===== src/rtl/inst_fetch_unit.sv =====
// -----------------------------------------------------------------------------
// inst_fetch_unit
//   Initiator side of the instruction-memory read path. Holds the fetch PC,
//   drives the word index into a combinational instruction memory, captures
//   {pc, inst} pairs into a small prefetch FIFO and presents the FIFO head to
//   decode. Execute can redirect the PC, which flushes the FIFO. Fetching
//   stops (FAULT state) when the PC leaves the memory range.
//
// Ports
//   clk            in   system clock, all state on rising edge
//   rst            in   synchronous active-high reset
//   Dir            out  word index to memory = fetch_pc[31:2]
//   Inst           in   instruction word returned for Dir, same cycle
//   out_valid      out  FIFO head holds a valid instruction
//   out_ready      in   decode accepts the head this cycle
//   out_inst       out  head instruction (0 when empty)
//   out_pc         out  head byte address (0 when empty)
//   redirect_valid in   execute requests a PC change
//   redirect_pc    in   new byte address, bits [1:0] ignored
//   fault          out  fetch stopped on out-of-range address
//   dbg_state      out  FSM state (0 = RUN, 1 = FAULT)
//
// Handshake: the head transfers on a rising edge where out_valid && out_ready
//   are both high. Once raised, out_valid stays high with stable out_inst and
//   out_pc until the head is transferred or flushed by redirect or rst. A
//   redirect in the same cycle discards the head instead of transferring it.
// -----------------------------------------------------------------------------
module inst_fetch_unit #(
  parameter logic [31:0] RESET_PC   = 32'h0000_0000,
  parameter int          MEM_WORDS  = 128,
  parameter int          FIFO_DEPTH = 2
) (
  input  logic        clk,
  input  logic        rst,
  output logic [31:0] Dir,
  input  logic [31:0] Inst,
  output logic        out_valid,
  input  logic        out_ready,
  output logic [31:0] out_inst,
  output logic [31:0] out_pc,
  input  logic        redirect_valid,
  input  logic [31:0] redirect_pc,
  output logic        fault,
  output logic        dbg_state
);

  localparam int          PW         = $clog2(FIFO_DEPTH);
  localparam int          CW         = PW + 1;
  localparam logic [CW-1:0] DEPTH_C  = CW'(FIFO_DEPTH);
  localparam logic [29:0] MEM_WORDS_W = 30'(MEM_WORDS);

  typedef enum logic {
    ST_RUN   = 1'b0,
    ST_FAULT = 1'b1
  } state_t;

  // State
  state_t         state_q, state_d;
  logic           fault_q, fault_d;
  logic [31:0]    fetch_pc_q, fetch_pc_d;
  logic [PW-1:0]  wr_ptr_q, wr_ptr_d;
  logic [PW-1:0]  rd_ptr_q, rd_ptr_d;
  logic [CW-1:0]  count_q, count_d;
  logic [31:0]    pc_mem_q   [FIFO_DEPTH];
  logic [31:0]    inst_mem_q [FIFO_DEPTH];

  // Per-cycle decisions
  logic pop;
  logic slot_free;
  logic try_push;
  logic in_range;
  logic push;

  // Low address bits of the redirect target are intentionally dropped.
  logic unused_redirect_lsbs;
  assign unused_redirect_lsbs = ^redirect_pc[1:0];

  assign Dir       = {2'b00, fetch_pc_q[31:2]};
  assign out_valid = (count_q != '0);
  assign out_inst  = out_valid ? inst_mem_q[rd_ptr_q] : 32'h0;
  assign out_pc    = out_valid ? pc_mem_q[rd_ptr_q]   : 32'h0;
  assign fault     = fault_q;
  assign dbg_state = state_q;

  always_comb begin
    pop       = out_valid & out_ready & ~redirect_valid;
    // A pop in the same cycle frees the slot, so a full FIFO still streams.
    slot_free = (count_q < DEPTH_C) | pop;
    try_push  = (state_q == ST_RUN) & slot_free & ~redirect_valid;
    in_range  = (fetch_pc_q[31:2] < MEM_WORDS_W);
    push      = try_push & in_range;

    state_d    = state_q;
    fault_d    = fault_q;
    fetch_pc_d = fetch_pc_q;
    wr_ptr_d   = wr_ptr_q;
    rd_ptr_d   = rd_ptr_q;
    count_d    = count_q;

    if (redirect_valid) begin
      // Redirect overrides push, pop and fault.
      state_d    = ST_RUN;
      fault_d    = 1'b0;
      fetch_pc_d = {redirect_pc[31:2], 2'b00};
      wr_ptr_d   = '0;
      rd_ptr_d   = '0;
      count_d    = '0;
    end else begin
      if (pop) begin
        rd_ptr_d = rd_ptr_q + PW'(1);
      end
      if (push) begin
        wr_ptr_d   = wr_ptr_q + PW'(1);
        fetch_pc_d = fetch_pc_q + 32'd4;
      end
      // The offending word is never pushed; the PC holds on it.
      if (try_push && !in_range) begin
        state_d = ST_FAULT;
        fault_d = 1'b1;
      end
      case ({push, pop})
        2'b10:   count_d = count_q + CW'(1);
        2'b01:   count_d = count_q - CW'(1);
        default: count_d = count_q;
      endcase
    end
  end

  always_ff @(posedge clk) begin
    if (rst) begin
      state_q    <= ST_RUN;
      fault_q    <= 1'b0;
      fetch_pc_q <= RESET_PC;
      wr_ptr_q   <= '0;
      rd_ptr_q   <= '0;
      count_q    <= '0;
    end else begin
      state_q    <= state_d;
      fault_q    <= fault_d;
      fetch_pc_q <= fetch_pc_d;
      wr_ptr_q   <= wr_ptr_d;
      rd_ptr_q   <= rd_ptr_d;
      count_q    <= count_d;
      if (push) begin
        pc_mem_q[wr_ptr_q]   <= fetch_pc_q;
        inst_mem_q[wr_ptr_q] <= Inst;
      end
    end
  end

endmodule


===== config.mk =====
export PLATFORM = sky130hd
export DESIGN_NAME = inst_fetch_unit
export DESIGN_NICKNAME = d
export VERILOG_FILES = /design/src/rtl/inst_fetch_unit.sv
export SDC_FILE = /design/constraint.sdc
export NUM_CORES = 1
export LEC_CHECK = 0
export BUFFER_PORTS_ARGS = -buffer_cell sky130_fd_sc_hd__buf_2
export CORE_MARGIN = 4
export CORE_UTILIZATION = 35
export CTS_CLUSTER_DIAMETER = 30
export DETAILED_ROUTE_END_ITERATION = 12
export GPL_TIMING_DRIVEN = 0
export SYNTH_ARGS = -nofsm -noshare
export SYNTH_HDL_FRONTEND = slang
export SYNTH_SLANG_ARGS = --single-unit

===== constraint.sdc =====
create_clock -name clk -period 6.4 [get_ports clk]
set_input_delay 0.64 -clock clk [delete_from_list [all_inputs] [get_ports clk]]
set_output_delay 0.64 -clock clk [all_outputs]
set_load 0.01 [all_outputs]

==> metrics.md <==
| Metric | Value |
|---|---|
| Critical Path AT | `3.10 ns` |
| Share of cells above drive strength 1 | `34.2%` |
| Gr ovfl total | `0` |
| Fin. max-slew vios | `0` |
| Routed WL per cell | `16.8 um` |
| Crit-path max FO | `11` |
| Drc violations | `0` |
| Initial Util | `36.2%` |
| IO Pins | `167` |
| Fillers | `1604` |
| DRT Wirelength | `14800 um` |
| Synth Instances | `451` |
| Avg Cell Area, Syn | `14.1 um^2` |
| Worst slew pin tran | `0.930 ns` |
| Post-synthesis sequential area ratio | `70.1%` |
| CP Class | `register to register` |
| Pre-CTS setup slack | `3.41 ns` |
| Die Y | `143 um` |
| Worst Hold Launch | `Inst[18]` |
| Post-DP HPWL | `10800 um` |
| Diode count | `0` |
| FP Rows | `48` |
| Clock root buffer | `clkbuf_16` |
| Post CTS Setup Buffer Count | `0` |
| Final Skew | `0.00873 ns` |
| Cts repair resizes | `0` |
| Power per cell area | `273 nW/um^2` |
| Lkg Pwr | `3.17 nW` |
| Max clock buf depth | `2` |
| Seq. cell area | `4440 um^2` |
| HP Class | `input pin to register` |
| Number of synthesized flops with an enable pin | `124` |
| Endpoints failing hold | `0` |
| CP Launch Type | `register` |
| Seq cells post-synth | `160` |
| I/O Buffers | `159` |
| Tmin final | `2.98 ns` |
| Vias/cell | `4.81` |
| Non-filler cells, final | `882` |
| Final setup vio count | `0` |
| Primary FF master, synth | `edfxtp_1` |
| Reg-to-reg slack, setup | `3.42 ns` |
| Max-cap viol count | `0` |
| Synth cell types | `46` |
| Accumulated negative setup slack | `0 ns` |
| Vias | `4243` |
| Endpoint class of the critical path | `register` |
| Fin crit share | `46.5%` |
| Relative slew slack | `37.8%` |
| First-pass GRT wire length | `22900 um` |
| H-tree Lvls | `4` |
| Antenna Nets Post-Route | `0` |
| Clk pin slew, worst setup/hold paths | `0.06 ns` |
| CTS Hold Buffers Added | `0` |
| TritonRoute pass-1 iters | `4` |
| RSZ-0062 raised after global routing | `no` |
| Overall power | `2.22 mW` |
| Synth Warn # | `0` |
| CTS tree | `built` |
| # clock sinks | `160` |
| Netlist Area Pre-Place | `6340 um^2` |
| Outcome | `completed` |
| Area Overhead vs Synth | `28.7%` |
| Core footprint | `17500 um^2` |
| Initial DRC Count | `196` |
| Worst reg2reg startpoint | `fetch_pc_q[28]$_SDFFE_PP0P_` |
| Asr flop ratio synth | `0%` |
| Vias in the first global route | `4349` |
| Num CTS Buffers | `17` |
| Placed insts | `850` |
| Critical Path RT | `6.52 ns` |
| Final worst slack | `3.42 ns` |
| Layout Nets | `714` |
| Gpl congestion | `0.872` |
| All-layer global routing usage | `14.5%` |
| Design Area, Final | `8160 um^2` |
| Max VDD drop | `0.173 mV` |
| Die Span X | `143 um` |
| Largest cells by area after synthesis | `edfxtp_1, mux2i_1, dfxtp_1` |
| Largest net degree at the start of global routing | `17` |
| Post-synth top area cell | `edfxtp_1` |
| Die area | `20300 um^2` |
| Cell Area, Placed | `7580 um^2` |
| Multi-input logic area | `1770 um^2` |
| Clock Latency Late Sink | `0.41 ns` |
| Critical path origin | `fetch_pc_q[28]$_SDFFE_PP0P_` |
| Initial antenna violation count | `0` |
| Max frequency | `336 MHz` |
| Synth top area share | `58.7%` |
-- synth_stat cells (4+ instances only) --
master    count
mux2i_1      85
dfxtp_1      36
nand2_1       8
o21ai_1       4
a21oi_1       4
clkbuf_1     12
inv_1         5
nor4_1        6
edfxtp_1    124
nand3_1       8
nor3_1        5
buf_4         5
buf_2         6
buf_1         4
nor2_1       98
-- critical path: stages (launching register included) --
cell	delay [ns]
dfxtp_1	0.39
or4_1	0.63
nor4_4	0.32
nand2_2	0.16
nor3_2	0.58
buf_6	0.27
buf_8	0.17
buf_6	0.16
-- area by class of cell --
| type | instances | area share (%) |
|---|---|---|
| Sequential cell | 160 | 54.4 |
| Multi-Input combinational cell | 260 | 21.6 |
| Timing Repair Buffer | 171 | 11.5 |
| Clock buffer | 22 | 6.19 |
| Tap cell | 225 | 3.45 |
| Buffer | 28 | 1.62 |
| Clock inverter | 10 | 0.889 |
| Inverter | 6 | 0.276 |
-- placed cells by master, fill, tap and decap left out, types with 3 or more instances in the layout --
| cell type | Yosys | layout |
|---|---|---|
| dfxtp_1 | 36 | 36 |
| inv_1 | 5 | 5 |
| buf_6 | 0 | 10 |
| clkbuf_16 | 0 | 18 |
| buf_4 | 5 | 5 |
| nand2_1 | 8 | 8 |
| nor4_1 | 6 | 6 |
| mux2i_1 | 85 | 85 |
| buf_2 | 6 | 165 |
| a21oi_1 | 4 | 4 |
| nand4_1 | 3 | 3 |
| inv_6 | 0 | 3 |
| nor2_1 | 98 | 98 |
| clkinv_2 | 0 | 3 |
| o21ai_1 | 4 | 4 |
| nand3_1 | 8 | 8 |
| nor3_1 | 5 | 3 |
| buf_1 | 4 | 4 |
| edfxtp_1 | 124 | 124 |
| clkbuf_1 | 12 | 12 |
| conb_1 | 1 | 4 |
| clkbuf_8 | 0 | 4 |
-- sequential cells by signal (all words and copies together) (netlist names), named ones only --
signal and flops:
inst_mem_q 64, pc_mem_q 60, fetch_pc_q 30, rd_ptr_q 1
count_q 2, wr_ptr_q 1, fault 1
-- power by group --
group | switching, mW | internal, mW | total, mW
sequential | 0.0208 | 1.13 | 1.15
combinational | 0.0591 | 0.0477 | 0.107
clock | 0.400 | 0.564 | 0.964
total | 0.480 | 1.74 | 2.22
-- metrics by stage --
| stage | utilization [%] | hold WS, ns |
|---|---|---|
| finish | 46.5 | 0.414 |
| detailed placement | 43.3 | 0.499 |
| floorplan | - | 0.468 |
| global route | 46.5 | 0.388 |
| global placement | 42.4 | 0.474 |
| CTS | 46.5 | 0.391 |
-- path summary, 6_finish.rpt --
kind,end,cells past startpoint
min,inst_mem_q[1][18]$_DFFE_PP_,1
max,inst_mem_q[0][20]$_DFFE_PP_,7
min reg2reg,pc_mem_q[0][8]$_DFFE_PP_,0
max reg2reg,inst_mem_q[0][20]$_DFFE_PP_,7
-- kinds of logic (layout without fill, tap and decap cells) --
group / after synthesis / count (layout) / synth area share [%]
xor gates and xnor gates: 3 / 3 / 0.414
and+or+nand+nor: 145 / 145 / 10.7
other: 1 / 4 / 0.0591
buffers and inverters: 34 / 237 / 2.45
adders and majority gates: 2 / 2 / 0.394
DFF: 160 / 160 / 70.1
muxes: 85 / 85 / 13.4
AOI/OAI and AO/OA: 21 / 21 / 2.52
-- per-layer routing --
layer,vias up,part of all wire [%],track usage [%]
met2,145,49,24.0
met1,2040,43,18.5
li1,2046,-,-
met5,-,0,0
met3,12,6.4,4.45
met4,0,1.1,4.30
Note: power is estimated with default switching activity, not from simulation.
